### src/rtl/vram_fetch_fifo.sv
// Streams a run of consecutive 32-bit VRAM words through one arbiter read port
// into a small show-ahead FIFO that feeds the renderer over valid/ready.
module vram_fetch_fifo #(
    parameter int DEPTH_LOG2 = 2,
    parameter int LEN_W      = 8
) (
    input  logic                  clk,
    input  logic                  rst,
    input  logic                  start,
    input  logic [14:0]           start_addr,
    input  logic [LEN_W-1:0]      word_count,
    output logic                  busy,
    output logic                  done,
    output logic [14:0]           vram_addr,
    output logic                  vram_strobe,
    input  logic                  vram_ack,
    input  logic [31:0]           vram_rddata,
    output logic [31:0]           out_data,
    output logic                  out_valid,
    input  logic                  out_ready,
    output logic [DEPTH_LOG2:0]   fill_level
);
    localparam int DEPTH = 1 << DEPTH_LOG2;
    localparam int PW    = (DEPTH_LOG2 > 0) ? DEPTH_LOG2 : 1;
    localparam int CW    = DEPTH_LOG2 + 1;

    logic [DEPTH-1:0][31:0] mem_q;
    logic [PW-1:0]          wr_q, wr_d, rd_q, rd_d;
    logic [CW-1:0]          count_q, count_d, count_n;
    logic [14:0]            addr_q, addr_d;
    logic [LEN_W-1:0]       remain_q, remain_d, remain_n;
    logic                   busy_q, busy_d, done_q, done_d;
    logic                   ack, pop;

    function automatic logic [PW-1:0] ptr_inc(input logic [PW-1:0] p);
        return (p == PW'(DEPTH - 1)) ? '0 : p + PW'(1);
    endfunction

    // An ack is ignored in a start cycle (it belongs to the old run) and while
    // idle (trailing grant after rst).
    assign ack = vram_ack & ~start & busy_q;
    assign pop = out_ready & (count_q != '0) & ~start;

    assign remain_n = remain_q - LEN_W'(ack);
    assign count_n  = count_q + CW'(ack) - CW'(pop);

    // Address already advanced past a word being acked this cycle, so a
    // granted strobe is never repeated; one grant at most is ever in flight.
    assign vram_addr   = addr_q + 15'(ack);
    assign vram_strobe = busy_q & ~start & (remain_n != '0) & (count_n < CW'(DEPTH));

    assign busy       = busy_q;
    assign done       = done_q;
    assign out_data   = mem_q[rd_q];
    assign out_valid  = (count_q != '0);
    assign fill_level = count_q;

    always_comb begin
        addr_d   = vram_addr;
        remain_d = remain_n;
        count_d  = count_n;
        wr_d     = ack ? ptr_inc(wr_q) : wr_q;
        rd_d     = pop ? ptr_inc(rd_q) : rd_q;
        busy_d   = busy_q;
        done_d   = 1'b0;
        if (ack && remain_q == LEN_W'(1)) begin
            busy_d = 1'b0;
            done_d = 1'b1;
        end
        if (start) begin
            addr_d   = start_addr;
            remain_d = word_count;
            count_d  = '0;
            wr_d     = '0;
            rd_d     = '0;
            busy_d   = (word_count != '0);
            done_d   = (word_count == '0);
        end
    end

    always_ff @(posedge clk) begin
        if (rst) begin
            addr_q   <= '0;
            remain_q <= '0;
            count_q  <= '0;
            wr_q     <= '0;
            rd_q     <= '0;
            busy_q   <= 1'b0;
            done_q   <= 1'b0;
        end else begin
            addr_q   <= addr_d;
            remain_q <= remain_d;
            count_q  <= count_d;
            wr_q     <= wr_d;
            rd_q     <= rd_d;
            busy_q   <= busy_d;
            done_q   <= done_d;
        end
    end

    always_ff @(posedge clk) begin
        if (ack) mem_q[wr_q] <= vram_rddata;
    end
endmodule

### config.mk
export PLATFORM = sky130hd
export DESIGN_NAME = vram_fetch_fifo
export DESIGN_NICKNAME = d
export VERILOG_FILES = /design/src/rtl/vram_fetch_fifo.sv
export SDC_FILE = /design/constraint.sdc
export NUM_CORES = 1
export LEC_CHECK = 0
export BUFFER_PORTS_ARGS = -buffer_cell sky130_fd_sc_hd__buf_4
export CORE_MARGIN = 5
export CORE_UTILIZATION = 45
export DETAILED_ROUTE_END_ITERATION = 8
export GPL_ROUTABILITY_DRIVEN = 0
export PLACE_DENSITY = 0.68
export SLEW_MARGIN = 0
export SYNTH_ARGS = -nofsm -noshare
export SYNTH_HDL_FRONTEND = slang
export SYNTH_SLANG_ARGS = --single-unit
### constraint.sdc
create_clock -name clk -period 3.85 [get_ports clk]
set_clock_uncertainty 0.1 [all_clocks]
set_input_delay 0.77 -clock clk [delete_from_list [all_inputs] [get_ports clk]]
set_output_delay 0.77 -clock clk [all_outputs]
set_load 0.02 [all_outputs]
# Yosys cells after proc, flatten, opt, wreduce, memory -nomap -nowiden
# Cells that the tools add are included.
[word_totals]
ff_bits = 160
in_bits = 60
output_inout_bits = 54
[op_classes]
add_sub_neg = 6
n_lt_le_gt_ge = 4
n_eq_ne = 3
n_mux = 13
n_bitwise = 8
n_reduce_logical = 8
[op_table]
columns = ["operator", "n"]
rows = [
  ["$bwmux W128", 1],
  ["$bmux W32 S2", 1],
  ["$demux W32 S2", 1],
  ["$mux W32", 2],
  ["$reduce_bool A8 Y1", 2],
  ["$add A15 B1 Y15", 1],
  ["$mux W15", 1],
  ["$eq A8 B1 Y1 const B", 1],
  ["$logic_not A8 Y1", 1],
  ["$mux W8", 1],
  ["$sub A8 B1 Y8", 1],
  ["$and A1 B1 Y1", 7],
  ["$lt A2 B3 Y1 const B", 2],
  ["$add A2 B1 Y2 const B", 2],
  ["$eq A2 B2 Y1 const B", 2],
  ["$mux W1", 4],
  ["$mux W2", 2],
  ["$add A3 B1 Y3", 1],
  ["$lt A3 B3 Y1 const B", 1],
  ["$reduce_bool A3 Y1", 1],
  ["$sub A3 B1 Y3", 1],
  ["$ge A2 B1 Y1 const B", 1],
  ["$logic_and A1 B1 Y1", 2],
  ["$reduce_bool A2 Y1", 1],
  ["other kinds (2)", 2],
]

# Logic depth before layout (Yosys ltp)
[logic_depth]
depth_word = 7
ltp_mapped = 10
ltp_nobuf = 10

# Least setup slack after synthesis
# No wires, ideal clock.
[synth_timing]
path_kind = "input-to-output"
start = "input start"
end = "output vram_strobe"
arrival_time_ps = 3291
slack_ps = -311
cell_stages = 10
n_path_buf = 2
path_cell_list = "clkbuf_1 clkbuf_1 nor2_1 ha_1 inv_1 ha_1 fa_1 xnor2_1 xnor2_1 nor4b_1"
[synth_between]
elab_cells_between_ends = 12
cone_classes = "3 x add/sub; 1 x order compare; 7 x bitwise; 1 x reduce/logical"
[synth_rtl]
columns = ["item", "line", "rtl"]
rows = [
  ["start: declaration", "9", "input logic start,"],
  ["$not A1 Y1", "42", "assign pop = out_ready & (count_q != '0) & ~start;"],
  ["$and A1 B1 Y1", "42", ""],
  ["named net pop", "33", "logic ack, pop;"],
  ["$sub A3 B1 Y3", "45", "assign count_n = count_q + CW'(ack) - CW'(pop);"],
  ["$lt A3 B3 Y1", "50", "assign vram_strobe = busy_q & ~start & (remain_n != '0) & (count_n < CW'(DEPTH));"],
  ["$and A1 B1 Y1", "50", ""],
  ["end: declaration", "15", "output logic vram_strobe,"],
]
# The timed path passes the listed nets, and every way through them passes these cells.

# Worst setup path after layout
[layout_timing]
start = "register count_q[0], in the netlist fill_level[0]"
end = "output vram_strobe"
[layout_between]
elab_chain_cells = 6
elab_cells_between_ends = 7
cone_classes = "2 x add/sub; 1 x order compare; 3 x bitwise; 1 x reduce/logical"
[layout_lines]
columns = ["item", "line", "rtl"]
rows = [
  ["start: declaration", "29", "logic [CW-1:0] count_q, count_d, count_n;"],
  ["start signal: assignment", "93", "count_q <= count_d;"],
  ["$reduce_bool A3 Y1", "42", ""],
  ["$and A1 B1 Y1 (2 in series)", "42", ""],
  ["named net pop", "33", ""],
  ["$sub A3 B1 Y3", "45", ""],
  ["$lt A3 B3 Y1", "50", ""],
  ["$and A1 B1 Y1", "50", ""],
]
# The timed path passes the listed nets, and every way through them passes these cells.

==> impl_metrics.sql <==
INSERT INTO impl_metrics (metric_group, metric, value, unit) VALUES
('floorplan', 'floorplan.rows', '43', ''),
('synth', 'postSynth.asyncResetShare', '0', '%'),
('final_layout', 'antennaDiodeCount', '0', ''),
('grt', 'global_route.overflow_total', '0', ''),
('sta', 'report.final.slew_viol_count', '0', ''),
('route', 'initialDrtViolationCount', '191', ''),
('hold_path', 'hold_path_class', 'flop to flop', ''),
('final_layout', 'area_delta_synth_final', '27.5', '%'),
('synth', 'yosys_warnings', '0', ''),
('synth', 'cell_type_contributing_the_most_total_cell_area_after_synthesis', 'sky130_fd_sc_hd__edfxtp_1', ''),
('clock_tree', 'clockBufferDepth', '2', ''),
('floorplan', 'top_level_ports', '114', ''),
('power_and_ir_drop', 'cellPowerDensity', '463', 'nW/um2'),
('synth', 'synth_area_leaders', 'sky130_fd_sc_hd__edfxtp_1, sky130_fd_sc_hd__mux4_2, sky130_fd_sc_hd__dfxtp_1', ''),
('synth', 'synth.ff_latch_count', '160', ''),
('grt', 'grt_start_max_net_pins', '37', ''),
('synth', 'netlist_instances', '383', ''),
('power_and_ir_drop', 'p_seq_share', '50.9', '%'),
('clock_tree', 'post_cts_hold_buffer_count', '0', ''),
('route', 'wl_per_cell', '18.1', 'um'),
('grt', 'antenna_found_initial', '0', ''),
('synth', 'synthFlopType', 'sky130_fd_sc_hd__edfxtp_1', ''),
('setup_path', 'endpoint_kind', 'output port', ''),
('floorplan', 'die_width', '129', 'um'),
('final_layout', 'drive_above_1_share', '39.4', '%'),
('synth', 'synth_top_area_share', '60.4', '%'),
('power_and_ir_drop', 'power.switching', '798', 'uW'),
('final_layout', 'final_instance_area', '8110', 'um2'),
('route', 'post_drt_via_cell_ratio', '5.19', ''),
('outcome', 'status', 'finished, final reports clean', ''),
('floorplan', 'floorplan.die.height', '129', 'um'),
('job', 'drv.max_cap_violation_count', '0', ''),
('route', 'detail_route.drc_violations', '0', ''),
('placed_design', 'post_detailed_placement_cell_area', '7470', 'um2'),
('floorplan', 'core', '13900', 'um2'),
('synth', 'synthesis.nets', '456', ''),
('sta', 'final.setup.tns', '0', 'ns'),
('clock_tree', 'number_of_buffers_created_by_cts', '17', ''),
('placed_design', 'pre_cts_ws', '0.234', 'ns'),
('sta', 'least_margin_pin_slew', '0.920', 'ns'),
('sta', 'final_setup_violation_count', '0', ''),
('floorplan', 'floorplan.initialDensity', '45.8', '%'),
('floorplan', 'die-area', '16600', 'um2'),
('clock_tree', 'cts_root_buffer', 'sky130_fd_sc_hd__clkbuf_16', ''),
('final_layout', 'nNetsFinal', '585', ''),
('synth', 'synth.yosys.seq_area_share', '70.5', '%'),
('grt', 'gr-usage-all-layers', '16.4', '%'),
('synth', 'synth.cell_area', '6360', 'um2'),
('clock_tree', 'cts_htree_levels', '4', ''),
('grt', 'grt_pass1_vias', '3900', ''),
('power_and_ir_drop', 'ir_drop', '0.000266', 'V'),
('power_and_ir_drop', 'power_frac_comb', '6.0', '%'),
('sta', 'hold-worst-slack', '0.422', 'ns'),
('placed_design', 'portBuffers', '113', ''),
('power_and_ir_drop', 'power_switching_share', '21.3', '%'),
('sta', 'max-slew-margin-rel', '38.7', '%'),
('sta', 'min_period_over_period', '96.8', '%'),
('setup_path', 'critPathRequiredTime', '2.98', 'ns'),
('sta', 'timing.final.hold_violations', '0', ''),
('setup_path', 'crit_path_start_kind', 'flop', ''),
('route', 'detail_route.first_pass.iterations', '4', ''),
('grt', 'first_pass_grt_wire_length', '20.4', 'mm'),
('synth', 'synth.lib_cells_used.distinct', '32', ''),
('setup_path', 'cp_max_fo', '2', ''),
('sta', 'final.min_clock_period', '3.73', 'ns'),
('power_and_ir_drop', 'power.leakage', '0.00296', 'uW'),
('placed_design', 'place.detailed.hpwl', '8.51', 'mm'),
('setup_path', 'worstRegToRegCells', '10', ''),
('sta', 'layout_setup_ws', '0.124', 'ns'),
('synth', 'syn-mean-instance-area', '16.6', 'um2'),
('final_layout', 'final-instance-count-excl-fill', '705', '');
sequential cells by signal, indices dropped and copies added (netlist names):
signal	flops
fill_level	3
addr_q	15
busy	1
done	1
rd_q	2
mem_q	128
remain_q	8
wr_q	2
path summary, 6_finish.rpt:
path,from,to,slack [ns]
setup / recovery,fill_level[0],vram_strobe,0.12
hold / removal,wr_q[1],wr_q[1],0.42
setup reg to reg,fill_level[0],fill_level[2],1.41
hold reg to reg,wr_q[1],wr_q[1],0.42
power groups by stage:
stage	Combinational (uW)	Clock (uW)	Sequential, uW
final	226	1620	1910
after global routing	247	1740	1920
after CTS	227	1660	1910
after detailed placement	223	0	1950
after global placement	219	0	1950
after floorplan	109	0	1950
metrics by stage:
stage	power [uW]	util, %
finish	3760	58.4
global route	3900	58.4
CTS	3800	58.2
detailed placement	2170	53.8
global placement	2170	53.8
floorplan	2060	-
critical path: stages, from the launching register on:
cell                      delay (ns)
sky130_fd_sc_hd__dfxtp_2        0.32
sky130_fd_sc_hd__or3_4          0.40
sky130_fd_sc_hd__nand2_4        0.08
sky130_fd_sc_hd__nor2_2         0.03
sky130_fd_sc_hd__ha_1           0.28
sky130_fd_sc_hd__inv_2          0.05
sky130_fd_sc_hd__ha_4           0.15
sky130_fd_sc_hd__fa_2           0.37
sky130_fd_sc_hd__xnor2_2        0.21
sky130_fd_sc_hd__xnor2_2        0.12
sky130_fd_sc_hd__nor4b_4        0.25
sky130_fd_sc_hd__buf_4          0.19
what timing repair did:
item	4_1_cts	5_1_grt
setup buffers	1	2
cloned	0	0
pin swaps	2	8
gates resized for setup	6	6
endpoints found under the setup margin	1	1
layout make-up:
cell class | instances | area [um2]
Timing Repair Buffer | 127 | 953
Fill cell | 1095 | 5770
Tap cell | 180 | 225
Sequential cell | 160 | 4490
Inverter | 22 | 82.6
Multi-Input combinational cell | 184 | 1790
Clock buffer | 19 | 433
Clock inverter | 13 | 138
cell families after synthesis:
family	share of synthesized area, %
XOR/XNOR	2.75
flip-flops	70.5
buffers and inverters	2.38
adder cells (fa/ha/maj)	2.68
AO/OA/AOI/OAI	3.64
AND/OR/NAND/NOR	6.41
multiplexers	11.6
layer usage:
| layer | routed length, um | track usage [%] | vias to the layer above | part of all wire (%) |
|---|---|---|---|---|
| li1 | - | - | 1724 | - |
| met5 | 0 | 0 | - | 0 |
| met3 | 952 | 5.48 | 18 | 7.4 |
| met2 | 6210 | 25.8 | 112 | 49 |
| met4 | 231 | 7.35 | 0 | 1.8 |
| met1 | 5400 | 20.8 | 1808 | 42 |
synthesized netlist by cell type (2+ instances only):
library cell                 n
sky130_fd_sc_hd__mux2i_1     2
sky130_fd_sc_hd__dfxtp_1    32
sky130_fd_sc_hd__or3_1       3
sky130_fd_sc_hd__nand4_1     3
sky130_fd_sc_hd__nand2_1    17
sky130_fd_sc_hd__clkbuf_1   13
sky130_fd_sc_hd__inv_1      22
sky130_fd_sc_hd__xor2_1     10
sky130_fd_sc_hd__nor3b_1     4
sky130_fd_sc_hd__ha_1       12
sky130_fd_sc_hd__nor2_1     19
sky130_fd_sc_hd__edfxtp_1  128
sky130_fd_sc_hd__a21oi_1    23
sky130_fd_sc_hd__nor4_1      5
sky130_fd_sc_hd__nor4b_1     2
sky130_fd_sc_hd__mux4_2     32
sky130_fd_sc_hd__a211oi_1    2
sky130_fd_sc_hd__and2_1      4
sky130_fd_sc_hd__buf_2       4
sky130_fd_sc_hd__o21a_1     10
sky130_fd_sc_hd__nor3_1      6
sky130_fd_sc_hd__xnor2_1    10
sky130_fd_sc_hd__nand3_1    11
placed cells by master (no fill, tap or decap), types with 2 or more instances in the layout:
| cell type | Yosys | routed |
|---|---|---|
| sky130_fd_sc_hd__xnor2_1 | 10 | 8 |
| sky130_fd_sc_hd__inv_1 | 22 | 21 |
| sky130_fd_sc_hd__and2_2 | 0 | 4 |
| sky130_fd_sc_hd__a21oi_1 | 23 | 23 |
| sky130_fd_sc_hd__nand2_1 | 17 | 16 |
| sky130_fd_sc_hd__or3_1 | 3 | 2 |
| sky130_fd_sc_hd__clkinv_1 | 0 | 3 |
| sky130_fd_sc_hd__nor3_1 | 6 | 6 |
| sky130_fd_sc_hd__xor2_1 | 10 | 10 |
| sky130_fd_sc_hd__buf_4 | 0 | 127 |
| sky130_fd_sc_hd__nor2_1 | 19 | 18 |
| sky130_fd_sc_hd__nand3_1 | 11 | 11 |
| sky130_fd_sc_hd__edfxtp_1 | 128 | 128 |
| sky130_fd_sc_hd__nor4_1 | 5 | 5 |
| sky130_fd_sc_hd__nand4_1 | 3 | 3 |
| sky130_fd_sc_hd__clkbuf_16 | 0 | 17 |
| sky130_fd_sc_hd__nor3b_1 | 4 | 4 |
| sky130_fd_sc_hd__xnor2_2 | 0 | 2 |
| sky130_fd_sc_hd__o21a_1 | 10 | 10 |
| sky130_fd_sc_hd__clkinvlp_4 | 0 | 5 |
| sky130_fd_sc_hd__clkbuf_1 | 13 | 2 |
| sky130_fd_sc_hd__a211oi_1 | 2 | 2 |
| sky130_fd_sc_hd__bufinv_16 | 0 | 2 |
| sky130_fd_sc_hd__dfxtp_2 | 0 | 4 |
| sky130_fd_sc_hd__mux2i_1 | 2 | 2 |
| sky130_fd_sc_hd__mux4_2 | 32 | 32 |
| sky130_fd_sc_hd__dfxtp_1 | 32 | 28 |
| sky130_fd_sc_hd__ha_1 | 12 | 11 |
Note: power is estimated with default switching activity, not from simulation.
